==> src/rtl/chess_pkg.sv <==
// Shared definitions for the move-generation fabric: piece codes, move
// layout and flag positions, collector geometry and the collector states.
package chess_pkg;

   // Board / collector geometry
   localparam int NSQ   = 64;           // square units / FIFOs
   localparam int LANES = 8;            // move lanes per FIFO word
   localparam int MVW   = 19;           // move width
   localparam int CNTW  = 8;            // move counter width
   localparam int WORDW = 160;          // FIFO word width
   localparam int PAYW  = LANES * MVW;  // lane payload, bits 151:0
   localparam int SQW   = 6;            // square index width
   localparam int KW    = 3;            // lane index width

   // Piece codes
   typedef enum logic [2:0] {
      EMPTY  = 3'd0,
      PAWN   = 3'd1,
      KNIGHT = 3'd2,
      BISHOP = 3'd3,
      ROOK   = 3'd4,
      QUEEN  = 3'd5,
      KING   = 3'd6
   } piece_t;

   typedef enum logic {
      WHITE = 1'b0,
      BLACK = 1'b1
   } color_t;

   typedef struct packed {
      color_t color;
      piece_t piece;
   } cpiece_t;

   // Move layout: [18:12] flags, [11:6] from, [5:0] to
   localparam int FLG_INVALID = 18;
   localparam int FLG_PROMOTE = 17;
   localparam int FLG_PAWN    = 16;
   localparam int FLG_PAWN2   = 15;
   localparam int FLG_EP      = 14;
   localparam int FLG_CASTLE  = 13;
   localparam int FLG_CAPTURE = 12;

   typedef struct packed {
      logic [6:0] flags;
      logic [5:0] from_sq;
      logic [5:0] to_sq;
   } move_t;

   // Filler for unused lanes: only the invalid flag set
   localparam logic [MVW-1:0] IMOV = 19'h40000;

   // Collector states
   typedef enum logic [2:0] {
      ST_IDLE  = 3'd0,
      ST_WAITD = 3'd1,
      ST_SCAN  = 3'd2,
      ST_READ  = 3'd3,
      ST_CAPT  = 3'd4,
      ST_EMIT  = 3'd5,
      ST_FIN   = 3'd6
   } coll_state_t;

   // True when a move lane carries no move
   function automatic logic mv_is_invalid(input logic [MVW-1:0] mv);
      return mv[FLG_INVALID];
   endfunction

   // Saturating increment for the move counter
   function automatic logic [CNTW-1:0] sat_inc(input logic [CNTW-1:0] v);
      logic [CNTW-1:0] r;
      if (v == {CNTW{1'b1}}) begin
         r = v;
      end else begin
         r = v + {{(CNTW-1){1'b0}}, 1'b1};
      end
      return r;
   endfunction

   // One-hot read request for a square index
   function automatic logic [NSQ-1:0] sq_onehot(input logic [SQW-1:0] s);
      logic [NSQ-1:0] v;
      v    = {NSQ{1'b0}};
      v[s] = 1'b1;
      return v;
   endfunction

endpackage

==> src/rtl/move_lane_sel.sv <==
// Combinational 8:1 move-lane mux over a 152-bit move word, plus the
// invalid flag of the selected lane. Lane k occupies bits [19k+18:19k].
module move_lane_sel
   import chess_pkg::*;
(
   input  logic [PAYW-1:0] i_word,
   input  logic [KW-1:0]   i_k,
   output logic [MVW-1:0]  o_lane,
   output logic            o_invalid
);

   // Select lane k and expose its invalid flag
   always_comb begin
      o_lane = {MVW{1'b0}};
      case (i_k)
         3'd0:    o_lane = i_word[0*MVW +: MVW];
         3'd1:    o_lane = i_word[1*MVW +: MVW];
         3'd2:    o_lane = i_word[2*MVW +: MVW];
         3'd3:    o_lane = i_word[3*MVW +: MVW];
         3'd4:    o_lane = i_word[4*MVW +: MVW];
         3'd5:    o_lane = i_word[5*MVW +: MVW];
         3'd6:    o_lane = i_word[6*MVW +: MVW];
         3'd7:    o_lane = i_word[7*MVW +: MVW];
         default: o_lane = {MVW{1'b0}};
      endcase
      o_invalid = mv_is_invalid(o_lane);
   end

endmodule

==> src/rtl/move_collector.sv <==
// Drains the 64 per-square move FIFOs once every square reports done and
// serialises the valid moves of each FIFO word (lane 7 first) onto a single
// ready/valid stream, counting the moves emitted during the pass.
module move_collector
   import chess_pkg::*;
(
   input  logic             i_clk,
   input  logic             i_reset,
   input  logic             i_start,
   input  logic [NSQ-1:0]   i_sq_done,
   input  logic [NSQ-1:0]   i_sq_empty,
   input  logic [WORDW-1:0] i_sq_data,
   output logic [SQW-1:0]   o_sq_sel,
   output logic [NSQ-1:0]   o_sq_rden,
   output logic             o_mv_valid,
   input  logic             i_mv_ready,
   output logic [MVW-1:0]   o_mv_data,
   output logic [CNTW-1:0]  o_mv_count,
   output logic             o_overflow,
   output logic             o_busy,
   output logic             o_done
);

   coll_state_t     r_state;
   logic [SQW-1:0]  r_ptr;
   logic [NSQ-1:0]  r_rden;
   logic [PAYW-1:0] r_word;
   logic [KW-1:0]   r_k;
   logic            r_mv_valid;
   logic [MVW-1:0]  r_mv_data;
   logic [CNTW-1:0] r_cnt;
   logic            r_ovf;
   logic            r_busy;
   logic            r_done;

   logic [PAYW-1:0] w_src;
   logic [KW-1:0]   w_idx;
   logic [MVW-1:0]  w_lane;
   logic            w_inv;
   logic            w_all_done;
   logic            w_cur_empty;
   logic            w_hs;
   logic            w_adv;
   logic            w_last_lane;
   logic            w_unused;

   // The top byte of the FIFO word carries no lanes
   assign w_unused    = ^i_sq_data[WORDW-1:PAYW];

   assign w_all_done  = &i_sq_done;
   assign w_cur_empty = i_sq_empty[r_ptr];
   assign w_hs        = r_mv_valid & i_mv_ready;
   // Current lane is finished: either it was invalid (skip) or it was accepted
   assign w_adv       = (~r_mv_valid) | i_mv_ready;
   assign w_last_lane = (r_k == 3'd0);

   // Lane mux source: in CAPT look ahead at lane 7 of the incoming word,
   // in EMIT look at the next lane down of the stored word
   always_comb begin
      if (r_state == ST_CAPT) begin
         w_src = i_sq_data[PAYW-1:0];
         w_idx = 3'd7;
      end else begin
         w_src = r_word;
         w_idx = r_k - 3'd1;
      end
   end

   move_lane_sel u_lane_sel (
      .i_word    (w_src),
      .i_k       (w_idx),
      .o_lane    (w_lane),
      .o_invalid (w_inv)
   );

   // Collector FSM with all outputs registered
   always_ff @(posedge i_clk or negedge i_reset) begin
      if (!i_reset) begin
         r_state    <= ST_IDLE;
         r_ptr      <= {SQW{1'b0}};
         r_rden     <= {NSQ{1'b0}};
         r_word     <= {PAYW{1'b0}};
         r_k        <= {KW{1'b0}};
         r_mv_valid <= 1'b0;
         r_mv_data  <= {MVW{1'b0}};
         r_cnt      <= {CNTW{1'b0}};
         r_ovf      <= 1'b0;
         r_busy     <= 1'b0;
         r_done     <= 1'b0;
      end else begin
         case (r_state)
            ST_IDLE: begin
               if (i_start) begin
                  r_state <= ST_WAITD;
                  r_ptr   <= {SQW{1'b0}};
                  r_cnt   <= {CNTW{1'b0}};
                  r_ovf   <= 1'b0;
                  r_done  <= 1'b0;
                  r_busy  <= 1'b1;
               end
            end
            ST_WAITD: begin
               if (w_all_done) begin
                  r_state <= ST_SCAN;
               end
            end
            ST_SCAN: begin
               if (!w_cur_empty) begin
                  r_state <= ST_READ;
                  r_rden  <= sq_onehot(r_ptr);
               end else if (r_ptr == 6'd63) begin
                  r_state <= ST_FIN;
               end else begin
                  r_ptr   <= r_ptr + 6'd1;
               end
            end
            ST_READ: begin
               // Read request lasts exactly the READ cycle
               r_rden  <= {NSQ{1'b0}};
               r_state <= ST_CAPT;
            end
            ST_CAPT: begin
               // Non-showahead FIFO: the word is on sq_data now
               r_word     <= i_sq_data[PAYW-1:0];
               r_k        <= 3'd7;
               r_mv_valid <= ~w_inv;
               if (!w_inv) begin
                  r_mv_data <= w_lane;
               end
               r_state    <= ST_EMIT;
            end
            ST_EMIT: begin
               if (w_hs) begin
                  r_cnt <= sat_inc(r_cnt);
                  if (r_cnt == {CNTW{1'b1}}) begin
                     r_ovf <= 1'b1;
                  end
               end
               if (w_adv) begin
                  if (w_last_lane) begin
                     // Same square again: it may hold further words
                     r_mv_valid <= 1'b0;
                     r_state    <= ST_SCAN;
                  end else begin
                     r_k        <= r_k - 3'd1;
                     r_mv_valid <= ~w_inv;
                     if (!w_inv) begin
                        r_mv_data <= w_lane;
                     end
                  end
               end
            end
            ST_FIN: begin
               r_done  <= 1'b1;
               r_busy  <= 1'b0;
               r_state <= ST_IDLE;
            end
            default: begin
               r_state    <= ST_IDLE;
               r_rden     <= {NSQ{1'b0}};
               r_mv_valid <= 1'b0;
               r_busy     <= 1'b0;
            end
         endcase
      end
   end

   assign o_sq_sel   = r_ptr;
   assign o_sq_rden  = r_rden;
   assign o_mv_valid = r_mv_valid;
   assign o_mv_data  = r_mv_data;
   assign o_mv_count = r_cnt;
   assign o_overflow = r_ovf;
   assign o_busy     = r_busy;
   assign o_done     = r_done;

endmodule

==> config.mk <==
export PLATFORM = sky130hd
export DESIGN_NAME = move_collector
export DESIGN_NICKNAME = d
export VERILOG_FILES = /design/src/rtl/chess_pkg.sv /design/src/rtl/move_lane_sel.sv /design/src/rtl/move_collector.sv
export SDC_FILE = /design/constraint.sdc
export NUM_CORES = 1
export LEC_CHECK = 0
export BUFFER_PORTS_ARGS = -buffer_cell sky130_fd_sc_hd__buf_2
export CORE_UTILIZATION = 42
export CTS_CLUSTER_DIAMETER = 200
export DETAILED_ROUTE_END_ITERATION = 10
export PLACE_DENSITY = 0.68
export SETUP_SLACK_MARGIN = 0.15
export SYNTH_ARGS = -nofsm -noshare
export SYNTH_HDL_FRONTEND = slang
export SYNTH_HIERARCHICAL = 1
export SYNTH_SLANG_ARGS = --single-unit
==> constraint.sdc <==
create_clock -name i_clk -period 4.2 [get_ports i_clk]
set_input_delay 0.84 -clock i_clk [delete_from_list [all_inputs] [get_ports i_clk]]
set_output_delay 0.84 -clock i_clk [all_outputs]
set_load 0.01 [all_outputs]
==> results.py <==
metrics = {
    "status": {
        "status": "finished, final reports clean",
    },
    "setup_path": {
        "cpMaxStageDelayCell": "dfrtp_1",
        "crit_path_start_kind": "flop",
        "worst_setup_path_end_kind": "flop",
        "path_cells": "buf_4 -> mux2i_1 -> a22oi_1 -> nand4_1 -> nand2_1 -> nor4_4 -> nand4b_1 -> buf_12 -> mux2i_1",
        "critical_path_buf_inv_count": 2,
        "cp_max_fo": 31,
        "path_delay_family": "simple AND/OR/NAND/NOR gates",
        "critPathArrivalTime_ns": 3.87,
        "cpPeakStageDelay_ns": 0.90,
        "cp_common_cell": "mux2i_1",
        "crit_type": "reg -> reg",
        "r2r_slack_ns": 0.78,
        "required_ns": 4.65,
    },
    "die": {
        "initial_core_util_pct": 42.8,
        "rows": 63,
        "die_w_um": 176,
        "die_h_um": 176,
        "dieArea_um2": 31100,
        "core_um2": 29800,
        "io_pins": 393,
    },
    "synth": {
        "ys_warn_count": 6,
        "netlist_instances": 1403,
        "synthesis.nets": 1699,
        "syn_area_um2": 12800,
        "synthArstFlopShare_pct": 100,
        "avgSynthCellArea_um2": 9.10,
        "synth_edf_count": 0,
        "seq_area_frac_synth_pct": 50.8,
        "ys_types": 57,
        "ys_ff_latch": 259,
        "ys.flop_type": "dfrtp_1",
    },
    "route": {
        "route.detailed.drc": 0,
        "drt_iter0_drc": 728,
        "wl_per_cell_um": 17.8,
        "firstDrtPassIters": 5,
        "num_vias": 11200,
        "routed_via_density": 5.17,
        "ant_nets": 0,
        "finalWirelength_mm": 38.6,
    },
    "final_layout": {
        "layout_commonest_cell": "nand2_1",
        "final_cells": 2170,
        "area.growth.synth_to_final_pct": 25.0,
        "fin_nets": 2051,
        "multiInputGateArea_um2": 5810,
        "n_fill_cell": 2760,
        "layout_common_cells": "nand2_1, buf_2, dfrtp_1",
        "layout-drive-gt1-share_pct": 28.0,
        "final_core_util_pct": 53.6,
        "final_area_um2": 16000,
        "regArea_um2": 6480,
    },
    "timing": {
        "worst_pin_slew_ns": 1.24,
        "whs_ns": 0.340,
        "clock_skew_ns": 0.0171,
        "hold_violations": 0,
        "clock.fmax_ghz": 0.292,
        "setup_ws_ns": 0.781,
        "grt_setup_unrepaired": "false",
        "setup_viol": 0,
        "slew_violations": 0,
        "slew_headroom_pct": 16.6,
        "tns_ns": 0,
        "finalCritPeriodShare_pct": 81.4,
        "fin_crit_ns": 3.42,
    },
    "power": {
        "p_sw_mw": 4.22,
        "seq_power_share_pct": 33.3,
        "p_clk_share_pct": 22.6,
        "pwr-share-comb_pct": 44.1,
        "power.density_nw_per_um2": 688,
        "vdd.ir_drop.worst_mv": 0.444,
        "finalPower_mw": 11.0,
        "intPower_mw": 6.76,
        "leakage_nw": 8.56,
        "switching_share_pct": 38.5,
    },
    "clock_network": {
        "cts-root-buf": "clkbuf_16",
        "ctsLongestPathBuffers": 3,
        "clk_pin_slew_ns": 0.06,
        "postCtsResizedCells": 0,
        "cts_setup_buffers": 0,
        "ctsHoldBuffers": 0,
        "cts_buffers": 29,
        "cts_tree": "done",
        "insertion_delay_ns": 0.55,
        "htree_levels": 1,
        "cts_sinks": 259,
    },
    "min_path": {
        "hp-class": "in -> async",
    },
    "grt": {
        "grt_pass1_vias": 10600,
        "grt_max_degree": 121,
        "overflow": 0,
        "grt_usage_pct": 24.4,
        "antenna_found_initial": 4,
        "grt_pass1_wl_mm": 59.5,
    },
    "place": {
        "place_ws_ns": 0.842,
        "placedCellCount": 2114,
        "io_buffers": 384,
        "place_area_um2": 15000,
        "place_congestion": 0.941,
        "hpwl_mm": 27.8,
    },
    "run": {
        "maxCapViolCount": 0,
    },
}
## cell usage after synthesis, types with 7 or more instances
cell	number	area share, %
mux2i_1	135	11
o22a_1	18	1.2
nand2b_1	9	0.44
nor2_1	27	0.79
nand3_1	13	0.51
mux2_2	22	1.9
nor2b_1	15	0.74
o22ai_1	19	0.93
nand4_1	21	1.0
buf_2	18	0.71
clkbuf_1	52	1.5
a21oi_1	13	0.51
dfrtp_1	259	51
buf_6	10	0.88
inv_1	7	0.21
a211oi_1	18	1.1
nand2_1	623	18
nor3b_1	20	1.2
o21ai_0	10	0.39
nor4_1	7	0.34
## metal layers
metal	part of all wire [%]	routed length (um)	GRT usage [%]	up-vias
met2	45	17300	36.7	352
met5	0	0	0	-
met4	1.9	726	6.75	0
met3	6.5	2490	4.67	42
li1	-	-	-	5398
met1	47	18100	35.9	5426
## final timing paths
kind,to,depth (start not counted),startpoint
worst max register to register,o_sq_rden[28]$_DFFE_PN0P_,9,o_sq_sel[2]$_DFFE_PN0P_
max in group asynchronous,r_word[104]$_DFF_PN0_,2,i_reset
worst min register to register,r_word[88]$_DFF_PN0_,2,r_word[88]$_DFF_PN0_
worst max-delay path,o_sq_rden[28]$_DFFE_PN0P_,9,o_sq_sel[2]$_DFFE_PN0P_
min in group i_clk,r_word[88]$_DFF_PN0_,2,r_word[88]$_DFF_PN0_
worst min-delay path,o_sq_rden[20]$_DFFE_PN0P_,1,i_reset
## cell families after synthesis
| logic type | synth area share (%) |
|---|---|
| AO/OA/AOI/OAI | 6.04 |
| XOR/XNOR | 0.343 |
| adder cells (fa/ha/maj) | 0.392 |
| buffers and inverters | 3.93 |
| flip-flops | 50.8 |
| multiplexers | 13.6 |
| AND/OR/NAND/NOR | 24.9 |
## sequential cells by signal (all words and copies together), names as in the netlist, 3 cells and up
signal and count:
o_sq_rden 64, o_sq_sel 6, r_k 3, r_word 152
r_state 3, o_mv_count 8, o_mv_data 19
## power groups by stage
stage                     clock network [mW]  logic, mW  registers, mW
final                                   2.48       4.84           3.66
after floorplan                            0       3.48           3.66
after global routing                    2.64       5.34           3.75
after global placement                     0       4.70           3.67
after detailed placement                   0       4.81           3.70
after CTS                               2.54       4.84           3.66
## cell type report
| type | instances | area share (%) |
|---|---|---|
| multi-input cells | 1043 | 36.4 |
| inverters | 7 | 0.165 |
| repair buffers | 415 | 13.9 |
| clock inverters | 12 | 0.729 |
| clock buffers | 40 | 5.12 |
| diodes | 4 | 0.0627 |
| flip-flops and latches | 259 | 40.6 |
| well taps | 390 | 3.06 |
No activity file was read; power rests on OpenSTA's default activity.
